## src/rtl/loop_mon_pkg.sv

```systemverilog
// Shared types for the i/j loop result monitor: FSM states, error codes,
// and the invariant datapath width.
package loop_mon_pkg;

  localparam int LM_W  = 15;
  localparam int INV_W = LM_W + 4;

  typedef enum logic [1:0] {
    ST_INIT  = 2'd0,
    ST_RUN   = 2'd1,
    ST_DONE  = 2'd2,
    ST_ERROR = 2'd3
  } state_t;

  typedef enum logic [2:0] {
    ERR_NONE            = 3'd0,
    ERR_BAD_INIT        = 3'd1,
    ERR_BAD_DELTA       = 3'd2,
    ERR_INVARIANT       = 3'd3,
    ERR_FINAL           = 3'd4,
    ERR_STEP_AFTER_DONE = 3'd5
  } err_t;

endpackage

```

## src/rtl/loop_step_classifier.sv

```systemverilog
// Combinational classification of one i/j sample against the previous one:
// hold / legal step / bad delta, linear invariant, and loop termination.
module loop_step_classifier
  import loop_mon_pkg::*;
#(
  parameter int W      = LM_W,
  parameter int IW     = INV_W,
  parameter int I_INIT = 1,
  parameter int J_INIT = 1000,
  parameter int I_STEP = 2,
  parameter int J_STEP = 1
) (
  input  logic [W-1:0] i,
  input  logic [W-1:0] j,
  input  logic [W-1:0] prev_i,
  input  logic [W-1:0] prev_j,
  output logic         hold_o,
  output logic         step_o,
  output logic         bad_o,
  output logic         inv_ok_o,
  output logic         terminated_o
);

  localparam logic [W-1:0]  I_STEP_W = W'(I_STEP);
  localparam logic [W-1:0]  J_STEP_W = W'(J_STEP);
  localparam logic [IW-1:0] INV_REF  = IW'(J_STEP * I_INIT + I_STEP * J_INIT);

  logic [IW-1:0] inv_lhs;

  // Step deltas are modular at W bits; the invariant is widened so it never wraps.
  assign hold_o       = (i == prev_i) && (j == prev_j);
  assign step_o       = (i == prev_i + I_STEP_W) && (j == prev_j - J_STEP_W);
  assign bad_o        = !hold_o && !step_o;
  assign inv_lhs      = IW'(J_STEP) * IW'(i) + IW'(I_STEP) * IW'(j);
  assign inv_ok_o     = (inv_lhs == INV_REF);
  assign terminated_o = (i > j);

endmodule

```

## src/rtl/loop_result_monitor.sv

```systemverilog
// Watches the i/j counter stage, classifies every transition, and hands one
// result record (or a second one on a post-done change) to the collector.
module loop_result_monitor
  import loop_mon_pkg::*;
#(
  parameter int W           = LM_W,
  parameter int I_INIT      = 1,
  parameter int J_INIT      = 1000,
  parameter int I_STEP      = 2,
  parameter int J_STEP      = 1,
  parameter int EXP_FINAL_J = 666
) (
  input  logic         clk,
  input  logic         rst,
  input  logic [W-1:0] i,
  input  logic [W-1:0] j,
  input  logic         result_ready,
  output logic         result_valid,
  output logic [W-1:0] step_count,
  output logic [15:0]  stall_count,
  output logic [W-1:0] final_j,
  output logic [2:0]   err_code,
  output logic [1:0]   state_o
);

  localparam logic [W-1:0] I_INIT_W = W'(I_INIT);
  localparam logic [W-1:0] J_INIT_W = W'(J_INIT);
  localparam logic [W-1:0] EXP_J_W  = W'(EXP_FINAL_J);
  localparam logic [W-1:0] ONE_W    = W'(1);

  state_t       state_q, state_d;
  err_t         err_q, err_d, code;
  logic [W-1:0] prev_i_q, prev_j_q;
  logic [W-1:0] step_q, step_d;
  logic [W-1:0] final_j_q, final_j_d;
  logic [15:0]  stall_q, stall_d;
  logic         valid_q, valid_d;
  logic         issue_q, issue_d;
  logic         enter;
  logic         hold, step, bad, inv_ok, term;

  loop_step_classifier #(
    .W      (W),
    .IW     (W + 4),
    .I_INIT (I_INIT),
    .J_INIT (J_INIT),
    .I_STEP (I_STEP),
    .J_STEP (J_STEP)
  ) u_classifier (
    .i            (i),
    .j            (j),
    .prev_i       (prev_i_q),
    .prev_j       (prev_j_q),
    .hold_o       (hold),
    .step_o       (step),
    .bad_o        (bad),
    .inv_ok_o     (inv_ok),
    .terminated_o (term)
  );

  always_comb begin
    state_d   = state_q;
    err_d     = err_q;
    step_d    = step_q;
    stall_d   = stall_q;
    final_j_d = final_j_q;
    issue_d   = 1'b0;
    enter     = 1'b0;
    code      = ERR_NONE;
    // A freshly entered terminal state raises valid one cycle later.
    valid_d   = issue_q | (valid_q & ~result_ready);

    case (state_q)
      ST_INIT: begin
        if (i != I_INIT_W || j != J_INIT_W) begin
          enter = 1'b1;
          code  = ERR_BAD_INIT;
        end else begin
          state_d = ST_RUN;
        end
      end
      ST_RUN: begin
        if (hold) stall_d = (stall_q == 16'hFFFF) ? stall_q : stall_q + 16'd1;
        if (step) step_d = step_q + ONE_W;
        if (bad) begin
          enter = 1'b1;
          code  = ERR_BAD_DELTA;
        end else if (step && (prev_j_q < prev_i_q)) begin
          enter = 1'b1;
          code  = ERR_STEP_AFTER_DONE;
        end else if (!inv_ok) begin
          enter = 1'b1;
          code  = ERR_INVARIANT;
        end else if (term) begin
          enter = 1'b1;
          code  = (j != EXP_J_W) ? ERR_FINAL : ERR_NONE;
        end
      end
      ST_DONE: begin
        if (!hold) begin
          enter = 1'b1;
          code  = ERR_STEP_AFTER_DONE;
        end
      end
      ST_ERROR: ;
    endcase

    if (enter) begin
      state_d   = (code == ERR_NONE) ? ST_DONE : ST_ERROR;
      err_d     = code;
      final_j_d = j;
      issue_d   = 1'b1;
    end
  end

  always_ff @(posedge clk) begin
    if (rst) begin
      state_q   <= ST_INIT;
      err_q     <= ERR_NONE;
      step_q    <= '0;
      stall_q   <= '0;
      final_j_q <= '0;
      valid_q   <= 1'b0;
      issue_q   <= 1'b0;
      prev_i_q  <= '0;
      prev_j_q  <= '0;
    end else begin
      state_q   <= state_d;
      err_q     <= err_d;
      step_q    <= step_d;
      stall_q   <= stall_d;
      final_j_q <= final_j_d;
      valid_q   <= valid_d;
      issue_q   <= issue_d;
      prev_i_q  <= i;
      prev_j_q  <= j;
    end
  end

  assign result_valid = valid_q;
  assign step_count   = step_q;
  assign stall_count  = stall_q;
  assign final_j      = final_j_q;
  assign err_code     = err_q;
  assign state_o      = state_q;

endmodule
```

## config.mk

```make
export PLATFORM = sky130hd
export DESIGN_NAME = loop_result_monitor
export DESIGN_NICKNAME = d
export VERILOG_FILES = /design/src/rtl/loop_mon_pkg.sv /design/src/rtl/loop_step_classifier.sv /design/src/rtl/loop_result_monitor.sv
export SDC_FILE = /design/constraint.sdc
export NUM_CORES = 1
export LEC_CHECK = 0
export BUFFER_PORTS_ARGS = -buffer_cell sky130_fd_sc_hd__buf_2
export CORE_MARGIN = 2
export CORE_UTILIZATION = 35
export DETAILED_ROUTE_END_ITERATION = 8
export PLACE_DENSITY = 0.55
export SYNTH_ARGS = -nofsm -noshare
export SYNTH_HDL_FRONTEND = slang
export SYNTH_HIERARCHICAL = 1
export SYNTH_SLANG_ARGS = --single-unit
```

## constraint.sdc

```tcl
create_clock -name clk -period 3.6 [get_ports clk]
set_input_delay 0.36 -clock clk [delete_from_list [all_inputs] [get_ports clk]]
set_output_delay 0.36 -clock clk [all_outputs]
set_load 0.02 [all_outputs]
```

==> summary.txt <==
WL final - 17.1 mm
DR vias - 5,444
EDFF count, synth - 0
core box area - 16,500 sq um
min-delay src - result_ready
WP data required - 3.84 ns
WHS - 0.319 ns
top_reg_cell synth - dfxtp_1
gr usage total - 19.4%
Final #Nets - 902
vias in the first global route - 5,059
post-DR vias/cell - 5.20
IO buf count - 84
io pins - 85
cell row count - 47
layout cells sized above 1 - 24.2%
post-synth top area share - 28.4%
HPWL Detailed - 13.2 mm
metal2 WL - 7.44 mm
CP Capture Type - flip-flop
fin. max-slew vios - 0
Unique masters post-synth - 76
area leader, netlist - dfxtp_1
Fmax - 298 MHz
RSZ-0062 raised after global routing - false
Slew HR - 48.5%
worst r2r src - prev_j_q[1]$_SDFF_PP0_
P_leak - 0.00315 uW
Placer Congestion - 0.894
outcome - finished, final reports clean
H-Tree Depth - 3
Final setup viols - 0
crit share post-route - 93.3%
register area share after synthesis - 28.4%
Area growth syn-to-layout - 25.2%
gr ovfl total - 0
WL/cell - 16.4 um
CP max stage cell - dfxtp_4
Die Span Y - 133 um
# DRC - 0
Clock Tree Buf Depth - 2
Post-DP Area - 6820 sq um
Final Cell Area - 7330 sq um
Metal-1 WL - 8.63 mm
post-layout min period - 3.36 ns
crit path buf inv count - 3
met3 WL post-DR - 711 um
CP Launch Type - flip-flop
#FFs+latches synth - 83
CTS tree - done
Die Wd - 133 um
worst skew pair latency - 0.35 ns
crit path launch - prev_j_q[1]$_SDFF_PP0_
worst vdd ir - 314 uV
delay-heaviest family, CP - compound AO/OA/AOI/OAI gates
initial antenna violation count - 0
worst-path cell chain - inv_1, ha_4, xor2_1, nand3_1, nor4b_4, o2111ai_2, a211o_1, nor4_4, buf_4, nor2_2, o41ai_2, a21oi_1, o21bai_4, clkbuf_16, mux2_4
Hold Violations, Final - 0
worst min-delay path class - in2reg
Clock Tree Root - clkbuf_16
# clock sinks - 83
synthesized area - 5850 sq um
syn nets - 774
global-route wire length before repair - 27.5 mm
Post-synth ARST share - 0%
Antenna diodes - 0
power density over the cells - 341 nW/um^2
CP Max Fanout - 8
DRT iter0 DRCs - 356
top routing layer used - met4
MaxCap Viol Count - 0
most frequent cell after synthesis - dfxtp_1
kind of critical path - reg2reg
Area contributors post-synth - dfxtp_1 (28%), ha_1 (10%), nor2b_1 (5.8%), xnor2_1 (5.4%), xor2_1 (5.4%)
Starting Density - 35.5%
largest net degree at the start of global routing - 41
first drt pass iteration count - 5
Antenna Violating Nets Remaining - 0
CTS buffer count - 9
Post-synth top cells - dfxtp_1 (83), inv_1 (55), nor2b_1 (54)
Largest stage delay, worst path - 0.36 ns
crit path DAT - 3.60 ns
Worst-Margin Slew - 0.773 ns
Die Area - 17,800 sq um
cell count after synthesis - 693
CTS clk-pin slew, worst paths - 0.07 ns
Fin Clk Skew - 0.00861 ns
warning count from the yosys run - 6
Avg Cell Area, Syn - 8.44 sq um
[layout by cell type (no fill, tap or decap), types with 27 or more instances in the layout]
| cell | Yosys | layout |
|---|---|---|
| a21oi_1 | 28 | 27 |
| buf_2 | 2 | 84 |
| buf_4 | 1 | 48 |
| dfxtp_1 | 83 | 81 |
| ha_1 | 47 | 46 |
| inv_1 | 55 | 55 |
| nand2_1 | 30 | 30 |
| nor2_1 | 52 | 52 |
| nor2b_1 | 54 | 53 |
| xnor2_1 | 36 | 36 |
| xor2_1 | 36 | 36 |
[metal layers]
layer | GRT usage (%) | up-vias
met3 | 3.84 | 26
li1 | - | 2741
met4 | 5.02 | 0
met5 | 0 | -
met1 | 28.0 | 2551
met2 | 29.8 | 126
[state kept, by name, summed over array words and instances, names as in the netlist]
name / count
final_j: 15
result_valid: 1
issue_q: 1
stall_count: 16
err_code: 3
prev_i_q: 15
prev_j_q: 15
state_o: 2
step_count: 15
[kinds of logic after synthesis]
group | Yosys count | share of synthesized area (%)
AO/OA/AOI/OAI | 117 | 13.3
adder cells (fa/ha/maj) | 48 | 10.4
AND/OR/NAND/NOR | 279 | 27.8
buffers and inverters | 73 | 4.94
flip-flops | 83 | 28.4
XOR/XNOR | 73 | 11.1
multiplexers | 20 | 4.19
[through the flow]
stage	power (uW)	TNS (ns)	worst slack [ns]	std cells	util, %
after floorplan	1340	0	0.157	693	-
after global placement	1540	-2.42	-0.171	1024	41.4
after CTS	2490	0	0.0881	1040	43.3
final	2500	0	0.242	1046	44.5
after detailed placement	1530	-3.93	-0.255	1024	41.4
after global routing	2620	0	0.00108	1046	44.5
[where the power goes]
group          leakage, uW  switching [uW]  internal [uW]
Sequential        0.000684            42.5            953
Combinational      0.00233             310            243
Clock             0.000141             404            546
Total              0.00315             757           1740
[what timing repair did]
| action | CTS | global route |
|---|---|---|
| buffers inserted | 0 | 4 |
| endpoints found under the setup margin | 0 | 25 |
| resized for setup | 0 | 28 |
| hold buffers | 0 | 0 |
[cell type report]
class / count / area (sq um)
clock buffers: 10 / 229
clock inverters: 6 / 73.8
fillers: 1667 / 9140
inverters: 55 / 206
multi-input cells: 537 / 4020
flip-flops and latches: 83 / 1670
well taps: 220 / 275
repair buffers: 135 / 851
[tightest hold or removal path, stage by stage]
cell and delay (ns):
buf_2 0.10, inv_1 0.04, a21oi_1 0.05, nor2_1 0.07
[worst paths after layout]
kind                        endpoint  slack (ns)  cells past startpoint
min reg2reg  result_valid$_SDFF_PP0_        0.49                      2
max          final_j[3]$_SDFFE_PP0P_        0.24                     15
max reg2reg  final_j[3]$_SDFFE_PP0P_        0.24                     15
min          result_valid$_SDFF_PP0_        0.32                      4
(Power assumes the default switching activity.)
